**src/rtl/bpr_pkg.sv**
```systemverilog
// Shared definitions for the 3x3 neighbourhood statistics block:
// FSM states, datapath widths and the tap weight table.
package bpr_pkg;

  typedef enum logic [1:0] {ACCUM, VAR, SQRT, OUT} state_e;

  localparam int PIX_W_DEF = 16;
  localparam int S_W       = 20;
  localparam int Q_W       = 36;
  localparam int ROOT_W    = 16;
  localparam int RAD_W     = 32;
  localparam int N_TAPS    = 9;

  // Two bits per tap, tap 0 in the LSBs; corners 1, edges 3, centre 0.
  localparam logic [2*N_TAPS-1:0] WEIGHT_TBL = {
    2'd1, 2'd3, 2'd1,
    2'd3, 2'd0, 2'd3,
    2'd1, 2'd3, 2'd1
  };

  function automatic logic [1:0] tap_weight(input logic [3:0] idx);
    return (idx < 4'd9) ? WEIGHT_TBL[int'(idx)*2 +: 2] : 2'd0;
  endfunction

endpackage

```
**src/rtl/isqrt_seq.sv**
```systemverilog
// Restoring integer square root, one result bit per cycle.
// done_o pulses during the final iteration; root_o is final from the next cycle and holds until the next start.
module isqrt_seq
  import bpr_pkg::*;
(
  input  logic              clk,
  input  logic              rst_n,
  input  logic              start_i,
  input  logic [RAD_W-1:0]  radicand_i,
  output logic              done_o,
  output logic [ROOT_W-1:0] root_o
);

  localparam int REM_W = ROOT_W + 4;

  logic [RAD_W-1:0]  rad_q, rad_d;
  logic [REM_W-1:0]  rem_q, rem_d, rem_t, trial;
  logic [ROOT_W-1:0] root_q, root_d;
  logic [4:0]        cnt_q, cnt_d;
  logic              busy, ge;

  assign busy   = (cnt_q != 5'd0);
  assign done_o = (cnt_q == 5'd1);
  assign root_o = root_q;

  always_comb begin
    rem_t  = {rem_q[REM_W-3:0], rad_q[RAD_W-1 -: 2]};
    trial  = {2'b00, root_q, 2'b01};
    ge     = (rem_t >= trial);
    rad_d  = rad_q;
    rem_d  = rem_q;
    root_d = root_q;
    cnt_d  = cnt_q;
    if (start_i) begin
      rad_d  = radicand_i;
      rem_d  = '0;
      root_d = '0;
      cnt_d  = 5'(ROOT_W);
    end else if (busy) begin
      rad_d  = {rad_q[RAD_W-3:0], 2'b00};
      rem_d  = ge ? (rem_t - trial) : rem_t;
      root_d = {root_q[ROOT_W-2:0], ge};
      cnt_d  = cnt_q - 5'd1;
    end
  end

  always_ff @(posedge clk or negedge rst_n) begin
    if (!rst_n) begin
      rad_q  <= '0;
      rem_q  <= '0;
      root_q <= '0;
      cnt_q  <= '0;
    end else begin
      rad_q  <= rad_d;
      rem_q  <= rem_d;
      root_q <= root_d;
      cnt_q  <= cnt_d;
    end
  end

endmodule

```
**src/rtl/neighborhood_stats.sv**
```systemverilog
// Weighted mean and standard deviation of the 8 neighbours of a 3x3 window,
// streamed in raster order; one window in flight at a time.
module neighborhood_stats
  import bpr_pkg::*;
#(
  parameter int PIX_W = PIX_W_DEF
) (
  input  logic        clk,
  input  logic        reset,
  input  logic [31:0] pixel_in,
  input  logic        in_valid,
  output logic        in_ready,
  output logic [31:0] weighted_mean,
  output logic [31:0] std_dev,
  output logic [31:0] center_pixel,
  output logic        out_valid,
  input  logic        out_ready
);

  state_e            state_q, state_d;
  logic [3:0]        idx_q, idx_d;
  logic [S_W-1:0]    s_q, s_d;
  logic [Q_W-1:0]    q_q, q_d;
  logic [ROOT_W-1:0] mean_q, mean_d;
  logic [31:0]       ctr_q, ctr_d;

  logic [ROOT_W-1:0] pix, mean_c, root;
  logic [1:0]        w;
  logic [31:0]       sq, e2, msq, variance;
  logic [32:0]       diff;
  logic              sqrt_start, sqrt_done;

  assign pix    = ROOT_W'(pixel_in[PIX_W-1:0]);
  assign w      = tap_weight(idx_q);
  assign sq     = 32'(pix) * 32'(pix);
  assign mean_c = s_q[S_W-1:4];
  assign e2     = q_q[Q_W-1:4];
  assign msq    = 32'(mean_c) * 32'(mean_c);
  // Truncation of S and Q can push E2 just below mean^2; clamp to zero.
  assign diff     = {1'b0, e2} - {1'b0, msq};
  assign variance = diff[32] ? 32'd0 : diff[31:0];

  assign in_ready      = (state_q == ACCUM);
  assign out_valid     = (state_q == OUT);
  assign weighted_mean = 32'(mean_q);
  assign std_dev       = 32'(root);
  assign center_pixel  = ctr_q;

  always_comb begin
    state_d    = state_q;
    idx_d      = idx_q;
    s_d        = s_q;
    q_d        = q_q;
    mean_d     = mean_q;
    ctr_d      = ctr_q;
    sqrt_start = 1'b0;
    case (state_q)
      ACCUM: if (in_valid) begin
        s_d   = s_q + S_W'(w) * S_W'(pix);
        q_d   = q_q + Q_W'(w) * Q_W'(sq);
        idx_d = idx_q + 4'd1;
        if (idx_q == 4'd4) ctr_d = pixel_in;
        if (idx_q == 4'd8) state_d = VAR;
      end
      VAR: begin
        mean_d     = mean_c;
        sqrt_start = 1'b1;
        state_d    = SQRT;
      end
      SQRT: if (sqrt_done) state_d = OUT;
      OUT: if (out_ready) begin
        state_d = ACCUM;
        idx_d   = '0;
        s_d     = '0;
        q_d     = '0;
      end
      default: state_d = ACCUM;
    endcase
  end

  always_ff @(posedge clk or negedge reset) begin
    if (!reset) begin
      state_q <= ACCUM;
      idx_q   <= '0;
      s_q     <= '0;
      q_q     <= '0;
      mean_q  <= '0;
      ctr_q   <= '0;
    end else begin
      state_q <= state_d;
      idx_q   <= idx_d;
      s_q     <= s_d;
      q_q     <= q_d;
      mean_q  <= mean_d;
      ctr_q   <= ctr_d;
    end
  end

  isqrt_seq u_sqrt (
    .clk        (clk),
    .rst_n      (reset),
    .start_i    (sqrt_start),
    .radicand_i (variance),
    .done_o     (sqrt_done),
    .root_o     (root)
  );

endmodule

```
**config.mk**
```make
export PLATFORM = sky130hd
export DESIGN_NAME = neighborhood_stats
export DESIGN_NICKNAME = d
export VERILOG_FILES = /design/src/rtl/bpr_pkg.sv /design/src/rtl/isqrt_seq.sv /design/src/rtl/neighborhood_stats.sv
export SDC_FILE = /design/constraint.sdc
export NUM_CORES = 2
export LEC_CHECK = 0
export ABC_AREA = 1
export CAP_MARGIN = 20
export CELL_PAD_IN_SITES_DETAIL_PLACEMENT = 0
export CELL_PAD_IN_SITES_GLOBAL_PLACEMENT = 1
export CORE_AREA = 3 3 256 258
export CTS_BUF_LIST = sky130_fd_sc_hd__clkbuf_4
export CTS_CLUSTER_DIAMETER = 80
export DETAILED_ROUTE_END_ITERATION = 12
export DIE_AREA = 0 0 259 261
export GPL_TIMING_DRIVEN = 0
export PLACE_DENSITY_LB_ADDON = 0.1
export REMOVE_ABC_BUFFERS = 1
export SKIP_LAST_GASP = 1
export SLEW_MARGIN = 5
export SYNTH_ARGS = -nofsm -noshare
export SYNTH_HDL_FRONTEND = slang
export SYNTH_SLANG_ARGS = --single-unit
```
**constraint.sdc**
```tcl
create_clock -name clk -period 6.8 [get_ports clk]
set_input_delay 1.7 -clock clk [delete_from_list [all_inputs] [get_ports clk]]
set_output_delay 1.7 -clock clk [all_outputs]
set_load 0.02 [all_outputs]
```
==> flow_summary.json <==
{
  "drt-pass1-iter-count": 6,
  "via_count": 25258,
  "ios": 134,
  "via_per_inst": 5.028,
  "synth_edf_count": 0,
  "utilization_pct": 57.12,
  "worstMarginPinSlew_ns": 1.097,
  "synth_area_leaders": "fa_1 27%, dfrtp_1 15%, inv_1 12%",
  "rsz0062_at_grt": "true",
  "slowest_stage": "fa_1",
  "grt_usage_pct": 25.24,
  "timing.critical_path.buf_inv": 11,
  "yosys_warnings": 0,
  "wl_per_cell_um": 16.61,
  "whs_endpoint": "u_sqrt.cnt_q[4]$_DFFE_PN0P_",
  "min_path_cells": 1,
  "final_nets": 4898,
  "setup_viol": 25,
  "arrival_ns": 8.52,
  "layout-drive-gt1-share_pct": 16.43,
  "clkTransAtPathRegs_ns": 0.18,
  "grt_overflow": 0,
  "grt_antenna_before_repair": 2,
  "ys_ff_latch": 181,
  "syn2layout_area_growth_pct": 19.05,
  "ys_types": 55,
  "crit_top_cell": "fa_1",
  "critPathMaxFanout": 7,
  "hold_path.class": "register to register",
  "die_h_um": 261,
  "synth_cells": 4025,
  "async_flop_share_pct": 100.0,
  "min_from": "u_sqrt.cnt_q[4]$_DFFE_PN0P_",
  "relSlewSlack_pct": 26.81,
  "hold_buffers": 0,
  "cts.sinks": 181,
  "cts_root_buffer": "clkbuf_4",
  "synth_most_common_cell": "inv_1",
  "rrSetupSlack_ns": 0.41,
  "syn_area_um2": 30320,
  "area.sequential_um2": 4542,
  "instances_no_fill": 5023,
  "cts_buffers": 17,
  "n_fill_cell": 5899,
  "synthFlopType": "dfrtp_1",
  "start_util_pct": 47.97,
  "cts_tree": "done",
  "grt_pass1_wl_um": 135000,
  "crit_type": "input port to register",
  "clk_latency_ns": 0.81,
  "drc_errors": 0,
  "crit-reg2reg-launch": "s_q[9]$_DFFE_PN0P_",
  "slowest_delay_ns": 0.53,
  "violations": "negative setup slack",
  "max_freq_ghz": 0.1277,
  "maxCapViolCount": 0,
  "netlist.area_leader.share_pct": 27.34,
  "worst_r2r_endpoint": "u_sqrt.rad_q[18]$_DFFE_PN0P_",
  "clockBufferDepth": 2,
  "first_iter_violations": 1474,
  "startpoint_type": "input port",
  "dp_cells": 4867,
  "num_rows": 92,
  "synth.avg_cell_area_um2": 7.532,
  "ys_seq_area_share_pct": 14.94,
  "cp_num_cells": 34,
  "chipWidth_um": 259,
  "grt_max_degree": 103,
  "status": "finished, violations left",
  "routed_wl_um": 83450,
  "worst_slack_ns": -1.031,
  "yosysTopAreaCell": "fa_1",
  "fin_crit_sh_pct": 115.2,
  "ant_nets": 0,
  "worstPathRequired_ns": 7.49,
  "crit_path_end_kind": "register",
  "grt_pass1_vias": 26115,
  "synth_common_cells": "998 x inv_1, 955 x nand2_1, 414 x fa_1, 291 x ha_1, 198 x nor2_1",
  "final-hold-violation-count": 0,
  "r2r_cells": 26,
  "cpLargestDelayFamily": "adder cells",
  "io_buffers": 101,
  "dieArea_um2": 67600,
  "min_period_ns": 7.831,
  "fin_worst_skew_ns": 0.05237,
  "hpwl_um": 65740,
  "coreArea_um2": 63200,
  "multi_input_area_um2": 23910,
  "place.gp.congestion": 0.9149,
  "htreeDepth": 4,
  "slew_violations": 0
}
-- sequential cells by signal, indices dropped and copies added (netlist names) --
| register | cells |
|---|---|
| u_sqrt.root_o | 16 |
| state_q | 2 |
| idx_q | 4 |
| u_sqrt.rad_q | 32 |
| u_sqrt.cnt_q | 5 |
| q_q | 36 |
| s_q | 20 |
| center_pixel | 32 |
| u_sqrt.rem_q | 18 |
| mean_q | 16 |
-- per-stage QoR --
step | instance area [um2] | TNS, ns | hold slack (ns) | setup WS, ns
after floorplan | 29720 | -30.84 | 0.4418 | -1.465
after global placement | 31790 | -913.28 | 0.4583 | -4.568
after detailed placement | 32000 | -90.59 | 0.4617 | -4.097
after CTS | 34600 | -15.34 | 0.4987 | -0.8735
after global routing | 36090 | -22.73 | 0.5220 | -1.187
final | 36090 | -17.57 | 0.4958 | -1.031
-- layout by cell type, fill, tap and decap left out, types with 12 or more instances in the layout --
master             n
inv_1            944
nand2_1          864
fa_1             412
ha_1             246
dfrtp_1          171
nor2_1           141
o21ai_0          117
a21oi_1          113
buf_4            100
nand3_1           93
clkdlybuf4s50_1   84
nand2_2           72
inv_2             57
o21ai_1           53
a21oi_2           40
ha_4              40
nor2_4            37
nand3_2           35
xor2_1            34
nand2_4           34
conb_1            32
nor2_2            28
nand4_1           28
o21ai_2           26
o22ai_1           25
a21oi_4           22
xnor2_1           21
nor3_1            19
mux2_2            18
o21bai_1          17
clkbuf_4          17
buf_16            16
o21ai_4           13
buf_6             12
-- metal layers --
| metal | track usage (%) | part of all wire, % | vias up |
|---|---|---|---|
| li1 | - | - | 12369 |
| met1 | 31.82 | 43 | 12302 |
| met2 | 45.02 | 50 | 454 |
| met3 | 2.814 | 3.1 | 133 |
| met4 | 8.754 | 3.4 | 0 |
| met5 | 0 | 0 | - |
-- area by class of cell --
cell class                      instances  area share [%]
Antenna cell                            7         0.04853
Clock buffer                           17          0.3536
Clock inverter                         15          0.5269
Multi-Input combinational cell       2724           66.24
Tap cell                              846           2.933
Timing Repair Buffer                  227           6.829
Inverter                             1006           10.49
Sequential cell                       181           12.58
-- timing repair --
| item | 4_1_cts | 5_1_grt |
|---|---|---|
| resized for setup | 526 | 286 |
| endpoints found under the setup margin | 29 | 54 |
| buffers inserted | 73 | 41 |
| gates cloned | 1 | 1 |
| pin swaps | 112 | 132 |
-- worst max path at each step --
stage	from	endpoint
after floorplan	pixel_in[6]	q_q[34]$_DFFE_PN0P_
after global placement	reset	center_pixel[19]$_DFFE_PN0P_
after detailed placement	pixel_in[6]	q_q[34]$_DFFE_PN0P_
after CTS	pixel_in[1]	q_q[34]$_DFFE_PN0P_
after global routing	pixel_in[10]	q_q[34]$_DFFE_PN0P_
final	pixel_in[10]	q_q[34]$_DFFE_PN0P_
-- kinds of logic after synthesis --
logic type | after synthesis | synth area share (%)
muxes | 18 | 0.6686
AOI/OAI and AO/OA | 495 | 9.203
DFF | 181 | 14.94
buffers and inverters | 1151 | 14.81
and+or+nand+nor | 1409 | 19.14
other | 1 | 0.01237
xor gates and xnor gates | 65 | 1.878
adders and majority gates | 705 | 39.35
Power is not shown: default switching activity piles up to over one toggle a cycle in this logic, so the estimate is an artifact.
